--- src/rtl/ahb_master_arbiter.sv ---
// Two-master AHB-Lite arbiter: M0 (CPU) and M1 (e.g. DMA) share one bus.
// Each master owns a one-entry address-phase holding register so a losing
// request is replayed later instead of being dropped.
module ahb_master_arbiter #(
  parameter int ADDR_W   = 32,
  parameter int DATA_W   = 32,
  parameter int ARB_MODE = 0
) (
  input  logic              HCLK,
  input  logic              HRESETn,
  input  logic [ADDR_W-1:0] HADDR_M0,
  input  logic [1:0]        HTRANS_M0,
  input  logic              HWRITE_M0,
  input  logic [2:0]        HSIZE_M0,
  input  logic [2:0]        HBURST_M0,
  input  logic [3:0]        HPROT_M0,
  input  logic              HMASTLOCK_M0,
  input  logic [DATA_W-1:0] HWDATA_M0,
  output logic [DATA_W-1:0] HRDATA_M0,
  output logic              HREADY_M0,
  output logic              HRESP_M0,
  input  logic [ADDR_W-1:0] HADDR_M1,
  input  logic [1:0]        HTRANS_M1,
  input  logic              HWRITE_M1,
  input  logic [2:0]        HSIZE_M1,
  input  logic [2:0]        HBURST_M1,
  input  logic [3:0]        HPROT_M1,
  input  logic              HMASTLOCK_M1,
  input  logic [DATA_W-1:0] HWDATA_M1,
  output logic [DATA_W-1:0] HRDATA_M1,
  output logic              HREADY_M1,
  output logic              HRESP_M1,
  output logic [ADDR_W-1:0] HADDR,
  output logic [1:0]        HTRANS,
  output logic              HWRITE,
  output logic [2:0]        HSIZE,
  output logic [2:0]        HBURST,
  output logic [3:0]        HPROT,
  output logic              HMASTLOCK,
  output logic [DATA_W-1:0] HWDATA,
  output logic              HMASTER,
  input  logic [DATA_W-1:0] HRDATA,
  input  logic              HREADY,
  input  logic              HRESP
);

  localparam logic [1:0] TR_IDLE = 2'b00;
  localparam logic [1:0] TR_SEQ  = 2'b11;

  // Address-phase control bundle for one master
  typedef struct packed {
    logic [ADDR_W-1:0] addr;
    logic [1:0]        trans;
    logic              write;
    logic [2:0]        size;
    logic [2:0]        burst;
    logic [3:0]        prot;
    logic              lock;
  } aph_t;

  typedef enum logic [1:0] {DO_NONE, DO_M0, DO_M1} own_e;

  aph_t       w_live [2];
  aph_t       w_src  [2];
  aph_t       r_pend [2];
  logic [1:0] r_pend_vld;
  logic [1:0] w_hready_m;
  logic [1:0] w_lreq;
  logic [1:0] w_req;
  logic       w_grant;
  logic       w_drive;
  logic       w_accept;
  aph_t       w_out;
  logic       r_owner;
  logic       r_rr_last;
  logic       r_hold;
  own_e       r_downer;

  assign w_live[0] = {HADDR_M0, HTRANS_M0, HWRITE_M0, HSIZE_M0, HBURST_M0, HPROT_M0, HMASTLOCK_M0};
  assign w_live[1] = {HADDR_M1, HTRANS_M1, HWRITE_M1, HSIZE_M1, HBURST_M1, HPROT_M1, HMASTLOCK_M1};

  // Per-master ready, live-request detection and request source selection
  always_comb begin
    w_hready_m[0] = (r_downer == DO_M0) ? HREADY : ~r_pend_vld[0];
    w_hready_m[1] = (r_downer == DO_M1) ? HREADY : ~r_pend_vld[1];
    for (int i = 0; i < 2; i++) begin
      w_lreq[i] = w_hready_m[i] & w_live[i].trans[1];
      w_req[i]  = r_pend_vld[i] | w_lreq[i];
      w_src[i]  = r_pend_vld[i] ? r_pend[i] : w_live[i];
    end
  end

  // Grant: wait-state hold, then burst/lock continuation, then policy
  always_comb begin
    w_grant = r_owner;
    if (r_hold) begin
      w_grant = r_owner;
    end else if ((w_req[r_owner] && (w_src[r_owner].trans == TR_SEQ)) || w_src[r_owner].lock) begin
      w_grant = r_owner;
    end else if (ARB_MODE == 0) begin
      if (w_req[0])      w_grant = 1'b0;
      else if (w_req[1]) w_grant = 1'b1;
    end else begin
      if (w_req[~r_rr_last])     w_grant = ~r_rr_last;
      else if (w_req[r_rr_last]) w_grant = r_rr_last;
    end
  end

  assign w_drive  = w_req[w_grant];
  assign w_out    = w_src[w_grant];
  assign w_accept = w_drive & HREADY;

  assign HADDR     = w_out.addr;
  assign HTRANS    = w_drive ? w_out.trans : TR_IDLE;
  assign HWRITE    = w_out.write;
  assign HSIZE     = w_out.size;
  assign HBURST    = w_out.burst;
  assign HPROT     = w_out.prot;
  assign HMASTLOCK = w_out.lock;
  assign HMASTER   = w_grant;

  assign HRDATA_M0 = HRDATA;
  assign HRDATA_M1 = HRDATA;
  assign HREADY_M0 = w_hready_m[0];
  assign HREADY_M1 = w_hready_m[1];
  assign HRESP_M0  = (r_downer == DO_M0) & HRESP;
  assign HRESP_M1  = (r_downer == DO_M1) & HRESP;

  // Write data follows whoever owns the current data phase
  always_comb begin
    HWDATA = '0;
    case (r_downer)
      DO_M0:   HWDATA = HWDATA_M0;
      DO_M1:   HWDATA = HWDATA_M1;
      default: HWDATA = '0;
    endcase
  end

  // Holding registers: capture any live request the bus did not take this cycle
  always_ff @(posedge HCLK or negedge HRESETn) begin
    if (!HRESETn) begin
      r_pend_vld <= '0;
      r_pend[0]  <= '0;
      r_pend[1]  <= '0;
    end else begin
      for (int i = 0; i < 2; i++) begin
        if (w_lreq[i] && !((w_grant == 1'(i)) && HREADY)) begin
          r_pend_vld[i] <= 1'b1;
          r_pend[i]     <= w_live[i];
        end else if (r_pend_vld[i] && (w_grant == 1'(i)) && HREADY) begin
          r_pend_vld[i] <= 1'b0;
        end
      end
    end
  end

  // Arbitration state: address owner, round-robin history, wait hold, data owner
  always_ff @(posedge HCLK or negedge HRESETn) begin
    if (!HRESETn) begin
      r_owner   <= 1'b0;
      r_rr_last <= 1'b1;
      r_hold    <= 1'b0;
      r_downer  <= DO_NONE;
    end else begin
      r_owner <= w_grant;
      r_hold  <= w_drive & ~HREADY;
      if (w_accept) r_rr_last <= w_grant;
      if (HREADY) begin
        if (w_accept) r_downer <= w_grant ? DO_M1 : DO_M0;
        else          r_downer <= DO_NONE;
      end
    end
  end

endmodule

--- config.mk ---
export PLATFORM = sky130hd
export DESIGN_NAME = ahb_master_arbiter
export DESIGN_NICKNAME = d
export VERILOG_FILES = /design/src/rtl/ahb_master_arbiter.sv
export SDC_FILE = /design/constraint.sdc
export NUM_CORES = 1
export LEC_CHECK = 0
export BUFFER_PORTS_ARGS = -buffer_cell sky130_fd_sc_hd__buf_2
export CAP_MARGIN = 0
export CORE_MARGIN = 4
export CORE_UTILIZATION = 40
export DETAILED_ROUTE_END_ITERATION = 12
export GPL_ROUTABILITY_DRIVEN = 0
export PLACE_DENSITY = 0.82
export SLEW_MARGIN = 10
export SYNTH_ARGS = -nofsm -noshare
export SYNTH_HDL_FRONTEND = slang
export SYNTH_SLANG_ARGS = --single-unit
--- constraint.sdc ---
create_clock -name HCLK -period 4.57 [get_ports HCLK]
set_clock_uncertainty 0.15 [all_clocks]
set_input_delay 0.914 -clock HCLK [delete_from_list [all_inputs] [get_ports HCLK]]
set_output_delay 0.914 -clock HCLK [all_outputs]
set_load 0.02 [all_outputs]
# After elaboration in Yosys (flattened, before gate mapping)

Index checks and enable logic that the tools add are counted.

Equality and inequality tests: 3
Reduce and logical (&&, ||, !) cells: 14
Bitwise logic cells: 14
Order comparisons: 4
Multiplexer cells: 26

Operators by type and width:

| kind                                                                  | number |
|---|---|
| 46-bit 2-to-1 mux                                                     | 5 |
| 32-bit one-hot mux with 2 select lines                                | 1 |
| 14-bit 2-to-1 mux                                                     | 3 |
| 1-bit 2-to-1 mux                                                      | 14 |
| 1-bit logical AND                                                     | 9 |
| 1-bit AND                                                             | 6 |
| 2-bit 2-to-1 mux                                                      | 3 |
| 2-bit == test (second input constant)                                 | 2 |
| 2-bit greater-or-equal comparator (second input constant)             | 2 |
| 1-bit by 2-bit < comparator with 1-bit output (second input constant) | 2 |
| 1-bit NOT                                                             | 4 |
| 1-bit NOT with 2-bit output                                           | 2 |
| 2-bit nonzero test                                                    | 2 |
| 2-bit by 1-bit == test with 1-bit output (second input constant)      | 1 |
| 1-bit logical NOT                                                     | 2 |
| 1-bit OR                                                              | 2 |
| 1-bit logical OR                                                      | 1 |

Register bits: 98
Word-level logic and storage cells: 80
Input bits: 192
Output and inout port bits: 147

# Longest topological paths before layout

Gate-level depths: netlist (run 1).

Depth in word-level cells: 15
Gate-level depth with buffers: 12
Depth with buffers taken out: 9

# Worst setup path before layout (run 1)

OpenSTA, ideal clock, no wires.

Path type: in2out
Start point: input port HREADY
End point: output port HTRANS[0]
Path slack: 0.929 ns
Buffers on the path: 3
Arrival time: 2.577 ns
Data required time: 3.506 ns
Stages on the path: 8
Path through: buf_2 -> nand2b_1 -> a21oi_2 -> o21a_4 -> inv_2 -> buf_2 -> buf_2 -> a211oi_1

Longest elaborated chain between the ends: 14
Elaborated cells between the ends (all ways): 21
Classes of those cells: mux: 14; bitwise: 5; reduce/logical: 2

RTL lines:

| what                                                  | RTL line | RTL |
|---|---|---|
| start: declaration                                    | 43       | `input logic HREADY,` |
| 1-bit 2-to-1 mux, on equally long branches            | 84, 85   |  |
| 1-bit AND                                             | 87       | `w_lreq[i] = w_hready_m[i] & w_live[i].trans[1];` |
| 1-bit OR                                              | 88       | `w_req[i] = r_pend_vld[i] \| w_lreq[i];` |
| 1-bit 2-to-1 mux (not written as such) (2 in series)  | 98       | `end else if ((w_req[r_owner] && (w_src[r_owner].trans == TR_SEQ)) \|\| w_src[r_owner].lock) begin` |
| 1-bit logical AND                                     | 98       |  |
| 1-bit logical OR                                      | 98       |  |
| 1-bit 2-to-1 mux                                      | 98       |  |
| 1-bit 2-to-1 mux                                      | 96       | `if (r_hold) begin` |
| 1-bit NOT with 2-bit output (not written as such)     | 110      | `assign w_out = w_src[w_grant];` |
| 46-bit 2-to-1 mux (not written as such) (3 in series) | 110      |  |
| 2-bit 2-to-1 mux *                                    | 114      | `assign HTRANS = w_drive ? w_out.trans : TR_IDLE;` |
| end: declaration                                      | 34       | `output logic [1:0] HTRANS,` |

Mark *: on every way between the ends. The rest lies on a longest branch, timed or not. The select of a mux whose other input is x is not followed.

# Worst setup path after layout (run 1)

Start point: register r_pend_vld[1]
End point: output port HADDR[25]

Longest elaborated chain between the ends: 14
Elaborated cells between the ends (all ways): 21
Classes of those cells: eq/ne: 1; mux: 14; bitwise: 4; reduce/logical: 2

RTL lines:

| what                                                    | RTL line | RTL |
|---|---|---|
| start: declaration                                      | 66       | `logic [1:0] r_pend_vld;` |
| start signal: assignment                                | 142      | `r_pend_vld <= '0;` |
| start signal: indexed assignment                        | 148      | `r_pend_vld[i] <= 1'b1;` |
| start signal: indexed assignment                        | 151      | `r_pend_vld[i] <= 1'b0;` |
| 1-bit NOT                                               | 85       | `w_hready_m[1] = (r_downer == DO_M1) ? HREADY : ~r_pend_vld[1];` |
| 1-bit 2-to-1 mux                                        | 85       |  |
| 1-bit AND                                               | 87       |  |
| 1-bit OR                                                | 88       |  |
| 1-bit 2-to-1 mux (not written as such) (2 in series)    | 98       |  |
| 1-bit logical AND                                       | 98       |  |
| 1-bit logical OR                                        | 98       |  |
| 1-bit 2-to-1 mux                                        | 98       |  |
| 1-bit 2-to-1 mux                                        | 96       |  |
| 1-bit NOT with 2-bit output (not written as such)       | 110      |  |
| 46-bit 2-to-1 mux (not written as such) * (3 in series) | 110      |  |
| end: declaration                                        | 33       | `output logic [ADDR_W-1:0] HADDR,` |

Marks and branches as above.

==> results of run 1 <==
## synthesized netlist by cell type, types with 3 or more instances
| cell | n |
|---|---|
| a22oi_1 | 33 |
| buf_4 | 69 |
| buf_6 | 4 |
| clkbuf_1 | 28 |
| buf_2 | 7 |
| a21oi_1 | 47 |
| nor2_1 | 35 |
| mux2_2 | 51 |
| mux2_4 | 39 |
| mux2i_1 | 51 |
| dfrtp_1 | 98 |
| inv_1 | 3 |
| a211oi_1 | 47 |
| nor2b_1 | 45 |
| nand2_1 | 3 |
| nand2b_1 | 5 |
## sequential cells by signal (all words and copies together) (netlist names)
| register | cells |
|---|---|
| r_pend | 92 |
| r_downer | 2 |
| r_pend_vld | 2 |
| r_hold | 1 |
| r_owner | 1 |
## power breakdown
part	internal [uW]	leakage, uW	switching [uW]	total (uW)
logic	1660	0.00237	2320	3990
clock network	454	0.000145	327	781
registers	1310	0.00115	288	1600
## layout make-up
type	instances	area, um^2	share of cell area
multi-input combinational	373	3123	0.4168
sequential	98	2455	0.3277
timing repair buffer	254	1329	0.1774
tap	211	264.0	0.03524
clock buffer	12	256.5	0.03424
clock inverter	4	50.05	0.006680
inverter	4	15.01	0.002004
## worst min path at each step
stage	start	to	slack [ps]
3_5_place_dp	r_pend[59]	r_pend[59]	310
4_1_cts	r_pend[59]	r_pend[59]	320
2_1_floorplan	r_pend[59]	r_pend[59]	290
6_report	r_pend[59]	r_pend[59]	320
5_1_grt	r_pend[59]	r_pend[59]	370
3_3_place_gp	r_pend[59]	r_pend[59]	310
## kinds of logic after synthesis
family	share of synthesized area
fa+ha+maj	0.003971
simple gates	0.07744
buf+inv	0.1152
flops	0.3892
compound gates	0.1491
mux	0.2651
## worst max-delay path: cells and delay by family, from the launching register on
kind / cells / cell delay [ps]
muxes: 1 / 420
and+or+nand+nor: 1 / 90
AOI/OAI and AO/OA: 4 / 810
DFF: 1 / 830
buffers and inverters: 3 / 420
## through the flow
step / std cells / hold WS, ps / worst slack, ps
after floorplan: 585 / 290.4 / 929.1
after global placement: 940 / 309.3 / 745.0
after detailed placement: 940 / 305.3 / 683.0
after CTS: 956 / 322.9 / 598.8
after global routing: 956 / 367.8 / 452.2
final: 956 / 322.0 / 573.8
## metal layers
metal,track usage,share of wire
met1,0.2722,0.44
met3,0.05363,0.079
met4,0.08171,0.028
met2,0.2971,0.46
met5,0,0
==> results.toml, run 1 <==
[power]
ir_worst_vdd_mv = 0.4242
finalPower_uw = 6363
leakage_uw = 0.003668
power.density_mw_per_mm2 = 849.3

[setup_path]
crit_fanout = 47
start_kind = "flop"
cp_cell_sequence = "mux2i_1 -> nand2b_1 -> o21ai_1 -> o21a_4 -> inv_2 -> buf_12 -> a211oi_1 -> a21oi_1 -> buf_2"
ff2ff_setup_slack_ps = 1640
rr_worst_depth = 5
slowest_delay_ps = 830
arrival_ps = 2930
r2r_end = "r_pend[43]"
required_ps = 3510
slowest_stage = "dfrtp_2"
cp-endpoint = "HADDR[25]"
r2r_start = "r_pend_vld[1]"
cp-end-kind = "output port"
critPathKind = "reg -> out"
setup.worst_path.start = "r_pend_vld[1]"

[sta]
drv_slew = 0
worst_pin_slew_ps = 931.3
fmax_mhz = 250.2
slew_headroom = 0.3791
hold_viol = 0
setup_tns_ps = 0
setup_viol = 0
rsz0062_at_grt = "false"
fin_crit_sh = 0.8744
min_period_ps = 3996

[logic_synthesis]
syn_nets = 779
synth_seq_cells = 98
ys_types = 30
synth_enable_flop_cells = 0
syn_area_per_cell_um2 = 10.77
yosysSeqAreaShare = 0.3892
ys_warn_count = 0
synth_area_mm2 = 0.006301
async_flop_share = 1.000
syn_inst = 585
synth.area.top_cells = "dfrtp_1 (39%), mux2_4 (9.3%), mux2_2 (9.1%)"
yosys.area.top_type = "dfrtp_1"
yosys_most_used_dff = "dfrtp_1"
yosysTopAreaCellShare = 0.3892

[routing]
drt_first_pass_iters = 4
first_iter_violations = 228
antenna_left = 0
via_per_inst = 5.194
num_vias = 4965
route.detailed.drc = 0
wire_per_inst_um = 19.01
drt-total-wl_um = 18180

[final_layout]
drive_above_1_share = 0.4953
finalNetCount = 934
post-route-util = 0.4892
design_area_mm2 = 0.007492
fill_cells = 1445
n_antenna_cell = 0
area_growth_pct = 18.90
most-common-layout-cells = "buf_2 (241), dfrtp_1 (96), mux2i_1 (51), mux2_2 (51)"
final_common_cell = "buf_2"

[clocking]
path_clk_slew_ps = 70
htree_levels = 3
cts.sink_count = 98
insertion_delay_ps = 340
cts_setup_buffers = 0
cts_root_buf = "clkbuf_16"
clock_path_buffers = 2
cts_resized = 0
cts_buffers = 9
tritoncts = "built"
hold_buffers = 0

[global_routing]
grtUsageTotal = 0.1984
grt_max_degree = 93
grt_pass1_vias = 4976
grt_pass1_wl_um = 27390
antenna_found_initial = 1
overflow = 0

[floorplan]
initial_core_util = 0.4114
row_count = 45
dieHeight_um = 133.5
coreArea_mm2 = 0.01531
dieArea_mm2 = 0.01782
fp.dieW_um = 133.5
pin_count = 339

[min_path]
hold_path_class = "reg -> reg"
hold-path-cell-count = 1

[placed_design]
place_hpwl_um = 13850
port_buffers = 242
post_dp_cell_area_mm2 = 0.007186

[job]
drv_cap = 0

[run_status]
status = "completed"
No activity file was read; power rests on OpenSTA's default activity.
==> inputs of run 2 (changes only) <==
--- a/config.mk
+++ b/config.mk
@@ -7,6 +7,7 @@
 export LEC_CHECK = 0
 export BUFFER_PORTS_ARGS = -buffer_cell sky130_fd_sc_hd__buf_2
 export CAP_MARGIN = 0
+export CORE_ASPECT_RATIO = 0.9
 export CORE_MARGIN = 4
 export CORE_UTILIZATION = 40
 export DETAILED_ROUTE_END_ITERATION = 12
==> run 2 against run 1 <==
  * Non-clock buffer count fell by 1
  * Routed wire length fell by 3.1%
  * Critical path type is now in -> out
  * Count of clock-buffer cells in the layout fell by 1
  * Clock power rose by 10%
  * Design area rose by 0.13%
  * Die area barely moved
  * Largest cell class unchanged
  * Sequential cell count did not move
==> results.toml, run 2 (synthesized netlist as in run 1, its figures left out) <==
[clocking]
cts_resized = 0
insertion_delay_ps = 340
cts.sink_count = 98
clock_path_buffers = 2
hold_buffers = 0
cts_root_buf = "clkbuf_16"
path_clk_slew_ps = 70
cts_buffers = 9
tritoncts = "built"
cts_setup_buffers = 0
htree_levels = 3

[setup_path]
cp-end-kind = "output port"
r2r_start = "r_pend_vld[0]"
required_ps = 3510
slowest_delay_ps = 350
crit_fanout = 38
r2r_end = "r_pend[62]"
cp-endpoint = "HADDR[20]"
cp_cell_sequence = "buf_2 -> nand2b_2 -> a21oi_4 -> a22oi_1 -> o21a_4 -> inv_2 -> buf_4 -> a211oi_1 -> a21oi_1 -> buf_2"
slowest_stage = "buf_4"
critical_path.top_delay_family = "compound AO/OA/AOI/OAI gates"
crit_buf_inv = 4
rr_worst_depth = 6
setup.worst_path.start = "HREADY"
arrival_ps = 2780
cp_num_cells = 10
critPathKind = "in -> out"
ff2ff_setup_slack_ps = 2040
start_kind = "primary input"
cp_common_cell = "buf_2"

[power]
ir_worst_vdd_mv = 0.4263
clkPwrFrac = 0.135
power.density_mw_per_mm2 = 851.5
power_frac_comb = 0.619
swShare = 0.4533
intPower_uw = 3492
power.switching_uw = 2896
leakage_uw = 0.003681
power_frac_seq = 0.246

[routing]
via_per_inst = 5.210
num_vias = 4929
drt-total-wl_um = 17620
first_iter_violations = 257
drt_first_pass_iters = 4
antenna_left = 0
route.detailed.drc = 0
wire_per_inst_um = 18.62

[job]
drv_cap = 0

[sta]
setup_tns_ps = 0
rsz0062_at_grt = "false"
drv_slew = 0
fin_ws_ps = 727.8
worst_pin_slew_ps = 1012
fin_crit_sh = 0.8407
setup_viol = 0
min_period_ps = 3842
fmax_mhz = 260.3
hold_viol = 0
slew_headroom = 0.3257

[final_layout]
top_regs = "r_pend (92), r_downer (2), r_pend_vld (2)"
fill_cells = 1404
largest_register = "r_pend"
largest_reg_flops = 92
multi_input_area_mm2 = 0.003123
most-common-layout-cells = "buf_2 (241), dfrtp_1 (96), mux2i_1 (51), mux2_2 (51)"
drive_above_1_share = 0.4933
n_antenna_cell = 0
final_common_cell = "buf_2"
area_growth_pct = 19.06
finalNetCount = 933
seq_area_mm2 = 0.002455

[floorplan]
dieArea_mm2 = 0.01783
initial_core_util = 0.4081
dieHeight_um = 127.1
pin_count = 339
row_count = 43
fp.dieW_um = 140.3
coreArea_mm2 = 0.01544

[placed_design]
place_ws_ps = 762.6
place_hpwl_um = 13290
port_buffers = 242

[global_routing]
grt_max_degree = 77
grt_pass1_wl_um = 27270
grtUsageTotal = 0.1932
overflow = 0
grt_pass1_vias = 4997
antenna_found_initial = 2

[min_path]
hold_path_class = "reg -> reg"

[run_status]
status = "completed"
run 2: worst min-delay path by stage:
stage	end	start	cells after the start	slack [ps]
final	r_pend[59]	r_pend[59]	1	320
after global placement	r_pend[59]	r_pend[59]	1	310
after detailed placement	r_pend[59]	r_pend[59]	1	310
after floorplan	r_pend[59]	r_pend[59]	1	290
after global routing	r_pend[59]	r_pend[59]	1	340
after CTS	r_pend[59]	r_pend[59]	1	320
run 2: cell type report:
class                   count  share of cell area
clock buffers              11             0.03102
clock inverters             5             0.01368
inverters                   4            0.002001
multi-input cells         373              0.4163
flip-flops and latches     98              0.3272
well taps                 202             0.03369
repair buffers            253              0.1761
run 2: stage by stage:
step / instance area, um^2 / hold slack [ps] / total power, uW / instances / utilization
final: 7502 / 324.8 / 6388 / 946 / 0.4859
after CTS: 7502 / 322.7 / 6447 / 946 / 0.4859
after global routing: 7502 / 336.1 / 6815 / 946 / 0.4859
after global placement: 7167 / 313.4 / 5487 / 930 / 0.4641
after detailed placement: 7167 / 305.3 / 5565 / 930 / 0.4641
after floorplan: 6301 / 290.4 / 4538 / 585 / -
run 2: power by group through the flow:
stage | logic (uW) | registers [uW] | clock network (uW)
detailed placement | 3990 | 1570 | 0
global placement | 3930 | 1560 | 0
global route | 4270 | 1630 | 919
CTS | 3990 | 1570 | 884
finish | 3950 | 1570 | 861
floorplan | 3050 | 1480 | 0
run 2: per-layer routing:
metal / wire, um / track usage / vias up
met5: 28 / 0 / -
met4: 532 / 0.07977 / 4
met3: 1523 / 0.05876 / 61
met2: 7945 / 0.2922 / 167
met1: 7585 / 0.2588 / 2344
li1: - / - / 2353
